### config.mk
export PLATFORM = sky130hd
export DESIGN_NAME = hazard_unit_mc
export DESIGN_NICKNAME = d
export VERILOG_FILES = /design/src/rtl/hazard_unit_mc.sv
export SDC_FILE = /design/constraint.sdc
export NUM_CORES = 1
export LEC_CHECK = 0
export ABC_AREA = 1
export CAP_MARGIN = 5
export CORE_MARGIN = 5
export CORE_UTILIZATION = 42
export CTS_CLUSTER_SIZE = 40
export DETAILED_ROUTE_END_ITERATION = 8
export GPL_ROUTABILITY_DRIVEN = 0
export MAX_ROUTING_LAYER = met4
export PLACE_DENSITY_LB_ADDON = 0.08
export SETUP_SLACK_MARGIN = 0.05
export SYNTH_ARGS = -nofsm -noshare
export SYNTH_HDL_FRONTEND = slang
export SYNTH_SLANG_ARGS = --single-unit
### constraint.sdc
create_clock -name CPU_CLK -period 1.9 [get_ports CPU_CLK]
set_input_delay 0.38 -clock CPU_CLK [delete_from_list [all_inputs] [get_ports CPU_CLK]]
set_output_delay 0.38 -clock CPU_CLK [all_outputs]
set_load 0.05 [all_outputs]
### src/rtl/hazard_unit_mc.sv
// Pipeline hazard controller for the 5-stage core: forwarding, load-use,
// control flushes, cache-miss freezes, multi-cycle execute and stall counting.
module hazard_unit_mc #(
    parameter int REG_ADDR_W = 5,
    parameter int MC_LAT     = 4,
    parameter int CNT_W      = 32
) (
    input  logic                  CPU_CLK,
    input  logic                  CPU_RST_N,
    input  logic                  ICacheMiss,
    input  logic                  DCacheMiss,
    input  logic                  BranchE,
    input  logic                  JalrE,
    input  logic                  JalD,
    input  logic                  MulStartE,
    input  logic [REG_ADDR_W-1:0] Rs1D,
    input  logic [REG_ADDR_W-1:0] Rs2D,
    input  logic [REG_ADDR_W-1:0] Rs1E,
    input  logic [REG_ADDR_W-1:0] Rs2E,
    input  logic [REG_ADDR_W-1:0] RdE,
    input  logic [REG_ADDR_W-1:0] RdM,
    input  logic [REG_ADDR_W-1:0] RdW,
    input  logic [1:0]            RegReadD,
    input  logic [1:0]            RegReadE,
    input  logic                  MemToRegE,
    input  logic                  RegWriteM,
    input  logic                  RegWriteW,
    input  logic                  ClrCnt,
    output logic                  StallF,
    output logic                  FlushF,
    output logic                  StallD,
    output logic                  FlushD,
    output logic                  StallE,
    output logic                  FlushE,
    output logic                  StallM,
    output logic                  FlushM,
    output logic                  StallW,
    output logic                  FlushW,
    output logic [1:0]            Forward1E,
    output logic [1:0]            Forward2E,
    output logic                  McBusy,
    output logic [CNT_W-1:0]      StallCycles
);

    localparam int MCW = (MC_LAT > 4) ? $clog2(MC_LAT - 2) : 1;
    localparam logic [MCW-1:0] MC_INIT = MCW'(MC_LAT - 3);

    typedef enum logic [1:0] {
        IDLE,
        BUSY,
        DONE
    } mc_state_t;

    mc_state_t        state;
    mc_state_t        state_nx;
    logic [MCW-1:0]   cnt;
    logic [MCW-1:0]   cnt_nx;
    logic [CNT_W-1:0] stall_cnt;

    logic m_hit1;
    logic w_hit1;
    logic m_hit2;
    logic w_hit2;
    logic lu;
    logic mc;

    logic base_stall_f;
    logic base_stall_d;
    logic base_stall_e;
    logic base_stall_m;
    logic base_flush_d;
    logic base_flush_e;
    logic base_flush_m;
    logic base_flush_w;
    logic redirect_e;
    logic redirect_d;

    // Forwarding: M result is younger than W, so it wins.
    assign m_hit1 = RegReadE[1] & RegWriteM & (RdM != '0) & (Rs1E == RdM);
    assign w_hit1 = RegReadE[1] & RegWriteW & (RdW != '0) & (Rs1E == RdW);
    assign m_hit2 = RegReadE[0] & RegWriteM & (RdM != '0) & (Rs2E == RdM);
    assign w_hit2 = RegReadE[0] & RegWriteW & (RdW != '0) & (Rs2E == RdW);

    always_comb begin
        Forward1E = 2'b00;
        Forward2E = 2'b00;
        if (m_hit1) begin
            Forward1E = 2'b10;
        end else if (w_hit1) begin
            Forward1E = 2'b01;
        end
        if (m_hit2) begin
            Forward2E = 2'b10;
        end else if (w_hit2) begin
            Forward2E = 2'b01;
        end
    end

    assign lu = MemToRegE & (RdE != '0)
              & ((RegReadD[1] & (Rs1D == RdE))
               | (RegReadD[0] & (Rs2D == RdE)));

    assign mc = ((state == IDLE) & MulStartE) | (state == BUSY);

    always_ff @(posedge CPU_CLK or negedge CPU_RST_N) begin
        if (!CPU_RST_N) begin
            state <= IDLE;
            cnt   <= '0;
        end else begin
            state <= state_nx;
            cnt   <= cnt_nx;
        end
    end

    // A D-cache miss freezes the whole multi-cycle sequencer.
    always_comb begin
        state_nx = state;
        cnt_nx   = cnt;
        if (!DCacheMiss) begin
            case (state)
                IDLE: begin
                    if (MulStartE) begin
                        state_nx = BUSY;
                        cnt_nx   = MC_INIT;
                    end
                end
                BUSY: begin
                    if (cnt == '0) begin
                        state_nx = DONE;
                    end else begin
                        cnt_nx = cnt - MCW'(1);
                    end
                end
                DONE: begin
                    state_nx = IDLE;
                end
                default: begin
                    state_nx = IDLE;
                end
            endcase
        end
    end

    assign McBusy = (state != IDLE);

    always_comb begin
        base_stall_f = 1'b0;
        base_stall_d = 1'b0;
        base_stall_e = 1'b0;
        base_stall_m = 1'b0;
        base_flush_d = 1'b0;
        base_flush_e = 1'b0;
        base_flush_m = 1'b0;
        base_flush_w = 1'b0;
        if (DCacheMiss) begin
            base_stall_f = 1'b1;
            base_stall_d = 1'b1;
            base_stall_e = 1'b1;
            base_stall_m = 1'b1;
            base_flush_w = 1'b1;
        end else if (mc) begin
            base_stall_f = 1'b1;
            base_stall_d = 1'b1;
            base_stall_e = 1'b1;
            base_flush_m = 1'b1;
        end else if (ICacheMiss) begin
            base_stall_f = 1'b1;
            base_flush_d = 1'b1;
        end else if (lu) begin
            base_stall_f = 1'b1;
            base_stall_d = 1'b1;
            base_flush_e = 1'b1;
        end
    end

    // A held E stage defers its redirect until E is free to move.
    assign redirect_e = (BranchE | JalrE) & ~base_stall_e;
    assign redirect_d = JalD & ~base_stall_d & ~redirect_e;

    always_comb begin
        StallF = 1'b0;
        StallD = 1'b0;
        StallE = 1'b0;
        StallM = 1'b0;
        StallW = 1'b0;
        FlushF = 1'b1;
        FlushD = 1'b1;
        FlushE = 1'b1;
        FlushM = 1'b1;
        FlushW = 1'b1;
        if (CPU_RST_N) begin
            StallF = base_stall_f & ~redirect_e & ~redirect_d;
            StallD = base_stall_d & ~redirect_e;
            StallE = base_stall_e;
            StallM = base_stall_m;
            FlushF = redirect_e | redirect_d;
            FlushD = base_flush_d | redirect_e;
            FlushE = base_flush_e | redirect_e;
            FlushM = base_flush_m;
            FlushW = base_flush_w;
        end
    end

    always_ff @(posedge CPU_CLK or negedge CPU_RST_N) begin
        if (!CPU_RST_N) begin
            stall_cnt <= '0;
        end else if (ClrCnt) begin
            stall_cnt <= '0;
        end else if (StallF && (stall_cnt != '1)) begin
            stall_cnt <= stall_cnt + CNT_W'(1);
        end
    end

    assign StallCycles = stall_cnt;

endmodule

== Word-level counts from Yosys, hierarchy flattened ==
Cells that the tools add are included.

* Flip-flop bits (word level): 35
* Bits of input ports: 51
* Output and inout port bits: 47
* Word-level logic and storage cells: 96

* Add/subtract/negate cells: 2
* Eq/ne operators: 10
* Muxes and demuxes: 37
* Bitwise gates (word level): 34
* Reduce and logical (&&, ||, !) cells: 10

{| class="wikitable"
|+ Operator list
! cell !! number
|-
| $mux W32 || 2
|-
| $add A32 B1 Y32 const B || 1
|-
| $ne A32 B32 Y1 const B || 1
|-
| $eq A5 B5 Y1 || 6
|-
| $mux W1 || 29
|-
| $and A1 B1 Y1 || 23
|-
| $reduce_bool A5 Y1 || 3
|-
| $mux W2 || 4
|-
| $or A1 B1 Y1 || 6
|-
| $reduce_and A3 Y1 || 2
|-
| $reduce_bool A2 Y1 || 3
|-
| $not A1 Y1 || 5
|-
| $ne A2 B2 Y1 const B || 2
|-
| $pmux W2 S2 || 1
|-
| $eq A2 B1 Y1 const B || 1
|-
| $logic_not A2 Y1 || 1
|-
| $pmux W1 S2 || 1
|-
| $logic_and A1 B1 Y1 || 1
|-
| $sub A1 B1 Y1 const B || 1
|}

== Logic depth before layout (Yosys ltp) ==
Gate-level depths: netlist of the first run.

* Depth in word-level cells: 17
* Gate-level depth with buffers: 15
* Depth with buffers taken out: 14

== Worst setup path before layout of the first run ==
OpenSTA, ideal clock, no wires.

* Path kind: register to output
* Start point: reg state[1]
* End point: out StallF
* Arrival time: 2.151 ns
* Required time: 1.520 ns
* Path slack: -0.631 ns
* Stages on the path, launching flop included: 9
* Buffers on the path: 0
* Cell sequence: dfrtp_1 o21bai_1 nand2_2 nor2_1 nor3_2 nand2_1 nand2_2 inv_1 a31oi_1

* Word-level cells in the longest chain between the ends: 12
* Elaborated cells on any way between the ends: 20
* Those cells by class: eq/ne: 1; mux: 7; bitwise: 11; reduce/logical: 1

{| class="wikitable"
|+ RTL lines
! element !! line !! source
|-
| from (decl) || 54 || <nowiki>mc_state_t state;</nowiki>
|-
| from (signal assigned) || 110 || <nowiki>state <= state_nx;</nowiki>
|-
| $logic_not A2 Y1 || 103 || <nowiki>assign mc = ((state == IDLE) & MulStartE) | (state == BUSY);</nowiki>
|-
| $and A1 B1 Y1 || 103 ||
|-
| $or A1 B1 Y1 (*) || 103 ||
|-
| $mux W1 || 161 || <nowiki>end else if (mc) begin</nowiki>
|-
| $mux W1 || 155 || <nowiki>if (DCacheMiss) begin</nowiki>
|-
| $not A1 Y1 || 177 || <nowiki>assign redirect_e = (BranchE | JalrE) & ~base_stall_e;</nowiki>
|-
| $and A1 B1 Y1 || 177 ||
|-
| $not A1 Y1 || 178, 192 ||
|-
| $and A1 B1 Y1 || 178 || <nowiki>assign redirect_d = JalD & ~base_stall_d & ~redirect_e;</nowiki>
|-
| $not A1 Y1 || 192 || <nowiki>StallF = base_stall_f & ~redirect_e & ~redirect_d;</nowiki>
|-
| $and A1 B1 Y1 (*) || 192 ||
|-
| $mux W1 (*) || 191 || <nowiki>if (CPU_RST_N) begin</nowiki>
|-
| to (decl) || 29 || <nowiki>output logic StallF,</nowiki>
|}

Mark *: on every way between the ends. The rest lies on a longest branch, timed or not.

== Final worst setup path of the first run ==
Same ends and word-level chain as after synthesis.

==> results of run 1 <==
registers in the layout, summed over array words and instances (netlist names):
register / flops
StallCycles: 32
state: 2
cnt: 1
worst paths after layout:
kind / start / to / slack (ns) / cells after the start
worst min-delay path: CPU_RST_N / state[1] / 0.07 / 2
worst max register to register: state[0] / StallCycles[4] / -0.16 / 12
min in group CPU_CLK: cnt / cnt / 0.55 / 2
worst min register to register: cnt / cnt / 0.55 / 2
max in group asynchronous: CPU_RST_N / StallCycles[14] / 1.62 / 2
worst max-delay path: state[1] / StallF / -0.25 / 9
layout by cell type, fill, tap and decap left out, types with 3 or more instances in the layout:
cell type        count
nand3_2             23
nor2_1              66
nand3_1             23
clkdlybuf4s50_1      5
dfrtp_1             28
a21oi_2              5
dlygate4sd2_1       20
nor2_2               4
o211ai_1             3
buf_2                5
buf_12              12
clkbuf_2             7
xnor2_1              9
xor2_1              20
nor3_2               7
nor4_1               3
o21ai_0              6
clkbuf_8             6
nand2_1            137
inv_1               39
buf_6               10
nor2_4               7
buf_8                3
dfrtp_2              7
buf_4               77
inv_4                5
inv_2               21
clkdlybuf4s15_1      4
nor3_1              13
o22ai_1              4
nand4_1              9
nand2_2             24
cell families after synthesis:
logic type	after synthesis
XOR/XNOR	30
buffers and inverters	81
flip-flops	35
AND/OR/NAND/NOR	325
AO/OA/AOI/OAI	28
adder cells (fa/ha/maj)	1
other	1
stage by stage:
stage | TNS (ns) | total power [mW] | hold slack, ns
global placement | -14.18 | 2.126 | 0.4057
global route | -8.593 | 3.141 | 0.08954
finish | -4.946 | 2.976 | 0.07430
detailed placement | -15.84 | 2.141 | 0.4032
floorplan | -0.3622 | 1.585 | 0.08441
CTS | -0.7808 | 2.928 | 0.08384
report_power, final:
group	internal (mW)	switching (mW)	total, mW
sequential	0.801	0.0675	0.868
combinational	0.654	0.885	1.54
clock	0.292	0.277	0.570
total	1.75	1.23	2.98
layer usage:
layer  global-route usage [%]  vias to the layer above
li1                         -                     1859
met1                    30.71                     1714
met2                    36.11                      130
met3                    3.675                       28
met4                    8.175                        0
met5                        -                        -
final cells by class:
| class | instances | share of cell area (%) |
|---|---|---|
| multi-input cells | 385 | 45.91 |
| well taps | 99 | 2.499 |
| clock buffers | 7 | 1.742 |
| inverters | 65 | 5.174 |
| clock inverters | 1 | 0.1010 |
| flip-flops and latches | 35 | 17.84 |
| repair buffers | 145 | 26.73 |
critical path, stage by stage (launching register included):
cell and delay, ns:
dfrtp_1 0.39, o21bai_4 0.19, nand2_4 0.11, nor2_4 0.05, nor3_4 0.20, nand2_2 0.09
nand2_2 0.07, inv_2 0.05, a31oi_4 0.17, buf_12 0.16
repair_timing:
item / 4_1_cts / 5_1_grt
gates resized for setup: 169 / 52
endpoints found under the setup margin: 42 / 42
setup buffers: 13 / 1
pin swaps: 33 / 18
gates cloned: 0 / 0
endpoints found under the hold margin: 0 / 0
==> flow_metrics.env, run 1 <==
export IMPL_status="finished with violations"
export IMPL_failed_checks="negative setup slack"
export IMPL_setup_worst_path_end_class="output pin"
export IMPL_hpwl_um=7572
export IMPL_wl_met3_um=608
export IMPL_clockRootBuffer="clkbuf_8"
export IMPL_cp_required_ns=1.52
export IMPL_initial_core_util_pct=43.13
export IMPL_period_needed_ns=2.147
export IMPL_p_leak_nw=2.357
export IMPL_pre_cts_slack_ns=-0.4762
export IMPL_highest_layer="met4"
export IMPL_fill_cells=650
export IMPL_syn_avg_cell_area_sq_um=6.211
export IMPL_io_pins=98
export IMPL_synth_simple_area_share_pct=45.88
export IMPL_synth_seq_cells=35
export IMPL_clk_pin_slew_worst_paths_ns=0.07
export IMPL_yosysWarnings=0
export IMPL_design_area_sq_um=4957
export IMPL_first_global_vias=3625
export IMPL_htree_levels=2
export IMPL_period_share_pct=113.0
export IMPL_synth_async_sr_flop_share_pct=100.0
export IMPL_synth_compound_area_share_pct=5.669
export IMPL_synth_edff_count=0
export IMPL_drtAntennaViolNets=0
export IMPL_max_freq_mhz=465.8
export IMPL_syn_to_final_growth_pct=59.31
export IMPL_drc_errors=0
export IMPL_clockBufferDepth=2
export IMPL_synthTopCellsByCount="157 x nand2_1, 75 x nor2_1, 60 x inv_1"
export IMPL_start_kind="flip-flop"
export IMPL_setup_viol_count_final=37
export IMPL_path_class="reg2out"
export IMPL_cts_tree="done"
export IMPL_hp_class="in2async"
export IMPL_register_area_sq_um=884.6
export IMPL_fin_util_pct=68.71
export IMPL_dp_cells=715
export IMPL_worst_slack_ns=-0.2470
export IMPL_dr_pass1_iters=6
export IMPL_synthMuxAreaShare_pct=0
export IMPL_ys_types=35
export IMPL_synth_top_family_by_area="simple AND/OR/NAND/NOR gates"
export IMPL_vias=3731
export IMPL_fp_dieH_um=96.08
export IMPL_syn_area_sq_um=3112
export IMPL_hold_buffers=0
export IMPL_yosys_area_share_adder_pct=0.4021
export IMPL_dr_wl_met2_um=4760
export IMPL_die_w_um=96.08
export IMPL_synthXorXnorAreaFrac_pct=8.444
export IMPL_multiInputGateArea_sq_um=2276
export IMPL_core_area_sq_um=7214
export IMPL_vdd_drop_max_uv=471.1
export IMPL_synth_top_area_share_pct=28.15
export IMPL_numClockSinks=35
export IMPL_cp_max_fo=4
export IMPL_numCtsBuffers=5
export IMPL_met1_length_um=4527
export IMPL_synth_most_common_cell="nand2_1"
export IMPL_layout_nets=689
export IMPL_grt_use_total_pct=23.26
export IMPL_viasPerCell=5.062
export IMPL_synthesis_nets=553
export IMPL_synth_area_leaders="dfrtp_1 28%, nand2_1 19%, nor2_1 9.0%"
export IMPL_p_per_area_nw_per_um2=600.3
export IMPL_finalWirelength_um=10150
export IMPL_syn_inst=501
export IMPL_placementRows=31
export IMPL_fin_skew_ns=0.004786
export IMPL_final_max_slew_viol_count=0
export IMPL_die_area_sq_um=9230
export IMPL_placed_cell_area_sq_um=4428
export IMPL_insertion_delay_ns=0.30
export IMPL_rsz0062_at_grt="yes"
export IMPL_grt_max_degree=41
export IMPL_ys_seq_area_share_pct=28.15
export IMPL_yosys_most_used_dff="dfrtp_1"
export IMPL_yosysTopAreaCell="dfrtp_1"
export IMPL_antennaDiodeCount=0
export IMPL_hold_violations=0
export IMPL_antenna_found_initial=0
export IMPL_worstPathArrival_ns=1.77
export IMPL_grt_pass1_wl_um=16750
export IMPL_portBuffers=96
export IMPL_drv_cap=0
export IMPL_instances_no_fill=737
export IMPL_drt_wirelength_per_cell_um=13.77
export IMPL_drtIter0Drc=234
export IMPL_gr_total_overflow=0
export IMPL_drive_above_1_share_pct=38.24
(Power assumes the default switching activity.)
==> run 2: changes to the inputs <==
--- a/config.mk
+++ b/config.mk
@@ -7,7 +7,6 @@
 export LEC_CHECK = 0
 export ABC_AREA = 1
 export CAP_MARGIN = 5
-export CORE_MARGIN = 5
 export CORE_UTILIZATION = 42
 export CTS_CLUSTER_SIZE = 40
 export DETAILED_ROUTE_END_ITERATION = 8
==> run 2 against run 1 <==
The run still ends with negative setup slack left. Core utilization is 0.49 points higher. Largest power group unchanged. Flip-flop and latch count stayed put. Clock skew is 0.0013 ns lower. Largest cell class unchanged. Clock power is 20% higher. Critical path type unchanged. First-iteration DRC count is 19% higher.
==> flow_metrics.env, run 2 (same netlist as run 1, synthesis figures left out) <==
export IMPL_status="finished with violations"
export IMPL_failed_checks="negative setup slack"
export IMPL_die_w_um=88.08
export IMPL_largest_reg_flops=32
export IMPL_worst_slack_ns=-0.2526
export IMPL_rsz0062_at_grt="yes"
export IMPL_hold_violations=0
export IMPL_hp_class="in2async"
export IMPL_antenna_found_initial=0
export IMPL_setup_viol_count_final=38
export IMPL_period_needed_ns=2.153
export IMPL_final_cell_mix="119 x nand2_1, 78 x buf_4, 69 x nor2_1, 44 x inv_1, 43 x nand3_1"
export IMPL_hold_worst_slack_ns=0.2196
export IMPL_placed_cell_area_sq_um=4390
export IMPL_tightest_slew_ns=0.7319
export IMPL_drc_errors=0
export IMPL_portBuffers=96
export IMPL_core_area_sq_um=7214
export IMPL_design_area_sq_um=4992
export IMPL_cp_required_ns=1.52
export IMPL_dp_cells=715
export IMPL_start_kind="flip-flop"
export IMPL_path_class="reg2out"
export IMPL_grt_pass1_wl_um=16330
export IMPL_drtAntennaViolNets=0
export IMPL_die_area_sq_um=7757
export IMPL_instances_no_fill=745
export IMPL_numCtsBuffers=5
export IMPL_p_per_area_nw_per_um2=645.4
export IMPL_vias=3845
export IMPL_clk_pin_slew_worst_paths_ns=0.07
export IMPL_r2r_slack_ns=-0.14
export IMPL_vdd_drop_max_uv=488.8
export IMPL_hold_buffers=0
export IMPL_io_pins=98
export IMPL_drt_wirelength_per_cell_um=14.36
export IMPL_gr_total_overflow=0
export IMPL_grt_max_degree=33
export IMPL_numClockSinks=35
export IMPL_layout_commonest_cell="nand2_1"
export IMPL_grt_use_total_pct=28.01
export IMPL_fin_skew_ns=0.003441
export IMPL_layout_nets=697
export IMPL_initial_core_util_pct=43.13
export IMPL_clockBufferDepth=2
export IMPL_finalWirelength_um=10700
export IMPL_clockRootBuffer="clkbuf_8"
export IMPL_htree_levels=2
export IMPL_viasPerCell=5.161
export IMPL_drive_above_1_share_pct=36.38
export IMPL_insertion_delay_ns=0.30
export IMPL_final_max_slew_viol_count=0
export IMPL_placementRows=31
export IMPL_slew_headroom_pct=51.15
export IMPL_max_freq_mhz=464.5
export IMPL_worstPathArrival_ns=1.77
export IMPL_cts_tree="done"
export IMPL_hpwl_um=7274
export IMPL_p_leak_nw=2.415
export IMPL_setup_worst_path_end_class="output pin"
export IMPL_antennaDiodeCount=0
export IMPL_drtIter0Drc=278
export IMPL_fp_dieH_um=88.08
export IMPL_period_share_pct=113.3
export IMPL_syn_to_final_growth_pct=60.43
export IMPL_first_global_vias=3485
export IMPL_cp_max_fo=4
export IMPL_dr_pass1_iters=5
export IMPL_drv_cap=0
==> run 2: cell count changes in the layout (fill, tap and decap cells not counted), moves of 5 or more <==
cell,previous run,this run
buf_6,10,16
inv_1,39,44
nand2_1,137,119
nand2_2,24,40
nand3_1,23,43
nand3_2,23,3
==> run 2: power breakdown <==
group          switching (mW)  internal, mW
Clock                   0.290         0.393
Sequential             0.0580         0.800
Combinational           0.954         0.727
==> run 2: per-stage QoR <==
step	setup TNS, ns	total power, mW	utilization (%)	setup slack, ns
floorplan	-0.3622	1.585	-	-0.2113
global placement	-13.94	2.095	60.86	-0.4518
detailed placement	-14.38	2.113	60.86	-0.4472
CTS	-0.8211	3.140	67.55	-0.2329
global route	-8.959	3.351	69.20	-0.3289
finish	-4.885	3.222	69.20	-0.2526
==> run 2: area by class of cell <==
type | instances | area (sq um)
Timing Repair Buffer | 150 | 1379
Fill cell | 645 | 2222
Clock buffer | 7 | 76.32
Multi-Input combinational cell | 388 | 2247
Inverter | 65 | 251.5
Sequential cell | 35 | 884.6
Clock inverter | 1 | 30.03
Tap cell | 99 | 123.9
==> run 2: path summary, 6_finish.rpt <==
kind / from / end / depth (start not counted)
max: state[1] / StallF / 9
max in group asynchronous: CPU_RST_N / StallCycles[14] / 3
min reg2reg: cnt / cnt / 2
min: CPU_RST_N / StallCycles[0] / 3
max reg2reg: state[0] / StallCycles[7] / 12
min in group CPU_CLK: cnt / cnt / 2
==> run 2: what timing repair did <==
| item | 4_1_cts | 5_1_grt |
|---|---|---|
| resized for setup | 157 | 53 |
| pin swaps | 52 | 38 |
| endpoints found under the hold margin | 0 | 0 |
| buffers inserted | 18 | 1 |
| setup endpoints to repair | 42 | 42 |
| gates cloned | 4 | 0 |
==> run 2: routing by layer <==
metal / GRT usage, % / routed length [um]
met5: - / 0
met4: 7.625 / 209
met3: 4.524 / 706
met2: 45.67 / 5129
met1: 35.95 / 4654
==> run 2: critical path: stages, from the launching register on <==
cell and delay, ns:
dfrtp_1 0.38, o21bai_4 0.19, nand2_4 0.10, nor2_4 0.05
nor3_4 0.20, nand2_2 0.09, nand2_2 0.08, inv_2 0.05
a31oi_4 0.17, buf_12 0.16
